`config.mk`:
```
export PLATFORM = sky130hd
export DESIGN_NAME = memory_stage
export DESIGN_NICKNAME = d
export VERILOG_FILES = /design/src/rtl/memory_stage.sv
export SDC_FILE = /design/constraint.sdc
export NUM_CORES = 1
export LEC_CHECK = 0
export CAP_MARGIN = 20
export CELL_PAD_IN_SITES_DETAIL_PLACEMENT = 0
export CELL_PAD_IN_SITES_GLOBAL_PLACEMENT = 1
export CORE_MARGIN = 2
export CORE_UTILIZATION = 35
export DETAILED_ROUTE_END_ITERATION = 12
export HOLD_SLACK_MARGIN = 0.03
export PLACE_DENSITY_LB_ADDON = 0.1
export SYNTH_ARGS = -nofsm -noshare
export SYNTH_HDL_FRONTEND = slang
export SYNTH_SLANG_ARGS = --single-unit
```
`constraint.sdc`:
```
create_clock -name iClk -period 10.7 [get_ports iClk]
set_clock_uncertainty 0.15 [all_clocks]
set_input_delay 2.14 -clock iClk [delete_from_list [all_inputs] [get_ports iClk]]
set_output_delay 2.14 -clock iClk [all_outputs]
set_load 0.02 [all_outputs]
```
`src/rtl/memory_stage.sv`:
```
// rtl/memory_stage.sv - pipeline memory stage: data-cache access sequencing, flush, halt and writeback register
module memory_stage #(
    parameter int CNT_W = 16
) (
    input  logic             iClk,
    input  logic             iRst,
    input  logic [31:0]      iExuResult,
    input  logic [31:0]      iMemData,
    input  logic             iMemValid,
    input  logic             iMemWrite,
    input  logic             iMemToReg,
    input  logic             iCacheFlush,
    input  logic             iHalt,
    input  logic [4:0]       iWriteAddr,
    input  logic             iWriteEn,
    input  logic [31:0]      iDcRdata,
    input  logic             iDcReady,
    output logic [31:0]      oDcAddr,
    output logic [31:0]      oDcWdata,
    output logic             oDcRe,
    output logic             oDcWe,
    output logic             oDcFlush,
    output logic             oStall,
    output logic [31:0]      oWbData,
    output logic [4:0]       oWbAddr,
    output logic             oWbEn,
    output logic             oHalt,
    output logic [CNT_W-1:0] oAccessCnt
);

    typedef enum logic [1:0] {
        S_IDLE   = 2'd0,
        S_ACCESS = 2'd1,
        S_FLUSH  = 2'd2,
        S_HALTED = 2'd3
    } state_t;

    state_t r_state;
    state_t w_next;

    logic [31:0]      r_dc_addr;
    logic [31:0]      r_dc_wdata;
    logic             r_dc_re;
    logic             r_dc_we;
    logic             r_dc_flush;
    logic [31:0]      r_wb_data;
    logic [4:0]       r_wb_addr;
    logic             r_wb_en;
    logic             r_halt;
    logic [CNT_W-1:0] r_cnt;

    // Decoded events for the current cycle; flush beats a memory op, both beat halt.
    logic w_idle;
    logic w_launch;
    logic w_flush_go;
    logic w_halt_go;
    logic w_pass;
    logic w_acc_done;

    assign w_idle     = (r_state == S_IDLE);
    assign w_flush_go = w_idle & iCacheFlush;
    assign w_launch   = w_idle & ~iCacheFlush & iMemValid;
    assign w_halt_go  = w_idle & ~iCacheFlush & ~iMemValid & iHalt;
    assign w_pass     = w_idle & ~iCacheFlush & ~iMemValid & ~iHalt;
    assign w_acc_done = (r_state == S_ACCESS) & iDcReady;

    // State register; reset aborts any outstanding access or flush.
    always_ff @(posedge iClk or posedge iRst) begin
        if (iRst) begin
            r_state <= S_IDLE;
        end else begin
            r_state <= w_next;
        end
    end

    // Next-state logic; HALTED is left only through reset.
    always_comb begin
        w_next = r_state;
        unique case (r_state)
            S_IDLE: begin
                if (iCacheFlush) begin
                    w_next = S_FLUSH;
                end else if (iMemValid) begin
                    w_next = S_ACCESS;
                end else if (iHalt) begin
                    w_next = S_HALTED;
                end
            end
            S_ACCESS: if (iDcReady) w_next = S_IDLE;
            S_FLUSH:  if (iDcReady) w_next = S_IDLE;
            S_HALTED: w_next = S_HALTED;
            default:  w_next = S_IDLE;
        endcase
    end

    // Combinational stall toward the upstream stages.
    always_comb begin
        oStall = 1'b0;
        unique case (r_state)
            S_IDLE:   oStall = iMemValid | iCacheFlush;
            S_ACCESS: oStall = ~iDcReady;
            S_FLUSH:  oStall = ~iDcReady;
            S_HALTED: oStall = 1'b1;
            default:  oStall = 1'b0;
        endcase
    end

    // Cache request pulses, launch address/data, writeback register, halt flag and access counter.
    always_ff @(posedge iClk or posedge iRst) begin
        if (iRst) begin
            r_dc_addr  <= '0;
            r_dc_wdata <= '0;
            r_dc_re    <= 1'b0;
            r_dc_we    <= 1'b0;
            r_dc_flush <= 1'b0;
            r_wb_data  <= '0;
            r_wb_addr  <= '0;
            r_wb_en    <= 1'b0;
            r_halt     <= 1'b0;
            r_cnt      <= '0;
        end else begin
            // Pulses are only raised on the edge leaving IDLE, so they last exactly one cycle.
            r_dc_re    <= w_launch & ~iMemWrite;
            r_dc_we    <= w_launch & iMemWrite;
            r_dc_flush <= w_flush_go;
            if (w_launch) begin
                r_dc_addr  <= iExuResult;
                r_dc_wdata <= iMemData;
            end
            if (w_pass) begin
                r_wb_data <= iExuResult;
                r_wb_addr <= iWriteAddr;
                r_wb_en   <= iWriteEn;
            end else if (w_acc_done) begin
                r_wb_data <= iMemToReg ? iDcRdata : iExuResult;
                r_wb_addr <= iWriteAddr;
                r_wb_en   <= iWriteEn & ~iMemWrite;
            end else begin
                r_wb_en   <= 1'b0;
            end
            if (w_halt_go) begin
                r_halt <= 1'b1;
            end
            if (w_acc_done && (r_cnt != {CNT_W{1'b1}})) begin
                r_cnt <= r_cnt + 1'b1;
            end
        end
    end

    assign oDcAddr    = r_dc_addr;
    assign oDcWdata   = r_dc_wdata;
    assign oDcRe      = r_dc_re;
    assign oDcWe      = r_dc_we;
    assign oDcFlush   = r_dc_flush;
    assign oWbData    = r_wb_data;
    assign oWbAddr    = r_wb_addr;
    assign oWbEn      = r_wb_en;
    assign oHalt      = r_halt;
    assign oAccessCnt = r_cnt;

endmodule

```
==> impl_results.md <==
- Status: complete, no violations
- Commonest cells after routing, fill and taps aside: 232 x clkdlybuf4s50_1, 124 x dfrtp_1, 71 x mux2_2, 41 x nand2_1, 34 x mux2i_1
- Max clock buf depth: 2
- Drt first pass iters: 4
- Vias: 3962
- Gr ovfl total: 0
- Mapped cell area: 5295 um^2
- EDFF count, synth: 0
- Vias in the first global route: 4197
- Largest net degree at the start of global routing: 78
- Worst Path Arrival: between 3 and 4 ns
- Area of the multi-input gates: 2018 um^2
- Htree depth: 4
- PortBufs: roughly 230
- Synth warn: 0
- Antenna violations before repair: 0
- Layout Area Growth over Synthesis: 58.84%
- Seq/Total Area, Yosys: 0.5860
- Final ANT Viol Nets: 0
- CTS Root Cell: clkbuf_16
- Most common cell after layout, fill and taps aside: clkdlybuf4s50_1
- Final #Nets: 750
- Final Wtd Congestion: 0.7895
- Core Region: 14640 um^2
- FILL cells: 1229
- Critical Path Start Type: input pin
- Syn nets: 512
- Largest fanout on the critical path: 5
- Finished Layout Cells: between 800 and 900
- Power density over cell area: between 200 and 300 nW/um^2
- Num ports: 233
- Diode count: 0
- Max Cap Violations: 0
- # rows: 44
- TritonCTS Buffers: 17
- Asr flop ratio synth: 1.000
- DRT iter0 DRCs: approximately 130
- Primary FF master, synth: dfrtp_1
- Skew-Pair Late Insertion Delay: a little over 0.4 ns
- Initial core utilization: 0.3616
- Residual DRC: 0
- Post-layout min period: 5.909 ns
- Pleak: 0.003697 uW
- Final period util: 0.5522
- Cts hold-fix bufs: 0
- Worst-path clk slew: 0.05 ns
- Crit Path Category: in2out
- Setup bufs post-CTS: 0
- Max VDD drop: 0.0001271 V
- Cells after Synth: 397
- Sink Count: 124
- Share of cells above drive strength 1: 0.1883
- Die W: 127 um
- Synth Register Bits: 124
- Distinct cells, synth: 39
- First-pass GRT wire length: 22380 um
- Dpl cells: between 700 and 800
- CP endpoint kind: primary output
- DPL Wire Length: between 9000 and 10000 um
- DIE AREA: 16130 um^2
- Setup TNS: 0 ns
- Wire per inst: 16.70 um
- Storage element area: 3103 um^2
- Fin. max-slew vios: 0
- Post-CTS resize count: 0
- Final Hold Viols: 0
- Final setup fails: 0
- Vias per cell: approximately 4.8
- Mean Syn Cell Area: 13.34 um^2
- GRT Total Usage: 0.1782
- CTS tree: yes
- Max Fclk: 0.1692 GHz
- Final WL: 13890 um
- Die height: 127 um
- Min-delay worst type: reg2reg
- Relative slew slack: 0.5245
- Worst slew pin tran: 0.7133 ns
- RSZ-0062 raised after global routing: false
- WP data required: between 8 and 9 ns
-- synth_stat cells, types with 4 or more instances --
cell	n	area share
a21oi_1	10	0.0095
buf_2	5	0.0047
ha_1	5	0.012
xor2_1	9	0.015
inv_1	6	0.0043
mux2i_1	34	0.064
clkbuf_1	4	0.0028
dfrtp_1	124	0.59
o21ai_2	5	0.0083
buf_6	5	0.011
nand3_1	4	0.0038
nor2_1	7	0.0050
mux2_2	71	0.15
o21ai_1	25	0.024
and3_1	4	0.0047
o21ai_0	5	0.0047
nand2_1	42	0.030
-- worst max-delay path, cell delays in order --
cell and delay (ns):
clkdlybuf4s50_1 0.58, nor2_1 0.10, a21oi_1 0.17, clkdlybuf4s50_1 0.62
-- final timing paths --
| path | start | to | slack (ns) | cells past startpoint |
|---|---|---|---|---|
| setup reg to reg | r_state[1] | oWbData[26] | 8.18 | 7 |
| hold / removal | oWbData[3] | oWbData[3] | 0.32 | 2 |
| hold reg to reg | oWbData[3] | oWbData[3] | 0.32 | 2 |
| setup / recovery | iCacheFlush | oStall | 4.79 | 4 |
| min in group asynchronous | iRst | oDcFlush | 2.03 | 2 |
| max in group asynchronous | iRst | oDcAddr[28] | 7.30 | 4 |
-- sequential cells by signal (all words and copies together), names as in the netlist, 2 cells and up --
signal      cells
oAccessCnt     16
oDcAddr        32
oDcWdata       32
oWbAddr         5
oWbData        32
r_state         2
-- where the power goes --
part	switching (uW)	leakage (uW)	internal, uW	total, uW
combinational	515	0.00186	548	1060
clock	200	0.000319	438	638
sequential	107	0.00152	674	781
total	821	0.00370	1660	2480
-- routing by layer --
metal  routed length [um]  part of all wire  global-route usage
met1                 5799              0.42              0.2217
met5                    0                 0                   0
met2                 6697              0.48              0.2818
met3                 1044             0.075             0.06449
met4                  350             0.025             0.07628
-- metrics by stage --
step / hold slack [ns] / util / area (um^2) / total power (uW) / worst slack, ns
after floorplan: 0.4163 / - / 5295 / 1328 / 5.111
after global placement: 0.3121 / 0.5278 / 7729 / 1841 / 4.821
after detailed placement: 0.3143 / 0.5278 / 7729 / 1863 / 4.800
after CTS: 0.3266 / 0.5725 / 8383 / 2513 / 4.790
after global routing: 0.3511 / 0.5743 / 8411 / 2614 / 4.729
final: 0.3225 / 0.5743 / 8411 / 2481 / 4.791
-- cells by family after synthesis --
kind of cell,synth area share
AOI/OAI and AO/OA,0.05600
xor gates and xnor gates,0.01985
adders and majority gates,0.01181
DFF,0.5860
buffers and inverters,0.03521
muxes,0.2153
and+or+nand+nor,0.07585
-- final cells by class --
class                   count  area share
inverters                   6    0.002975
well taps                 184     0.02737
repair buffers            237      0.2830
clock buffers              26     0.05936
multi-input cells         249      0.2400
flip-flops and latches    124      0.3689
clock inverters             6     0.01845
(Power assumes the default switching activity.)
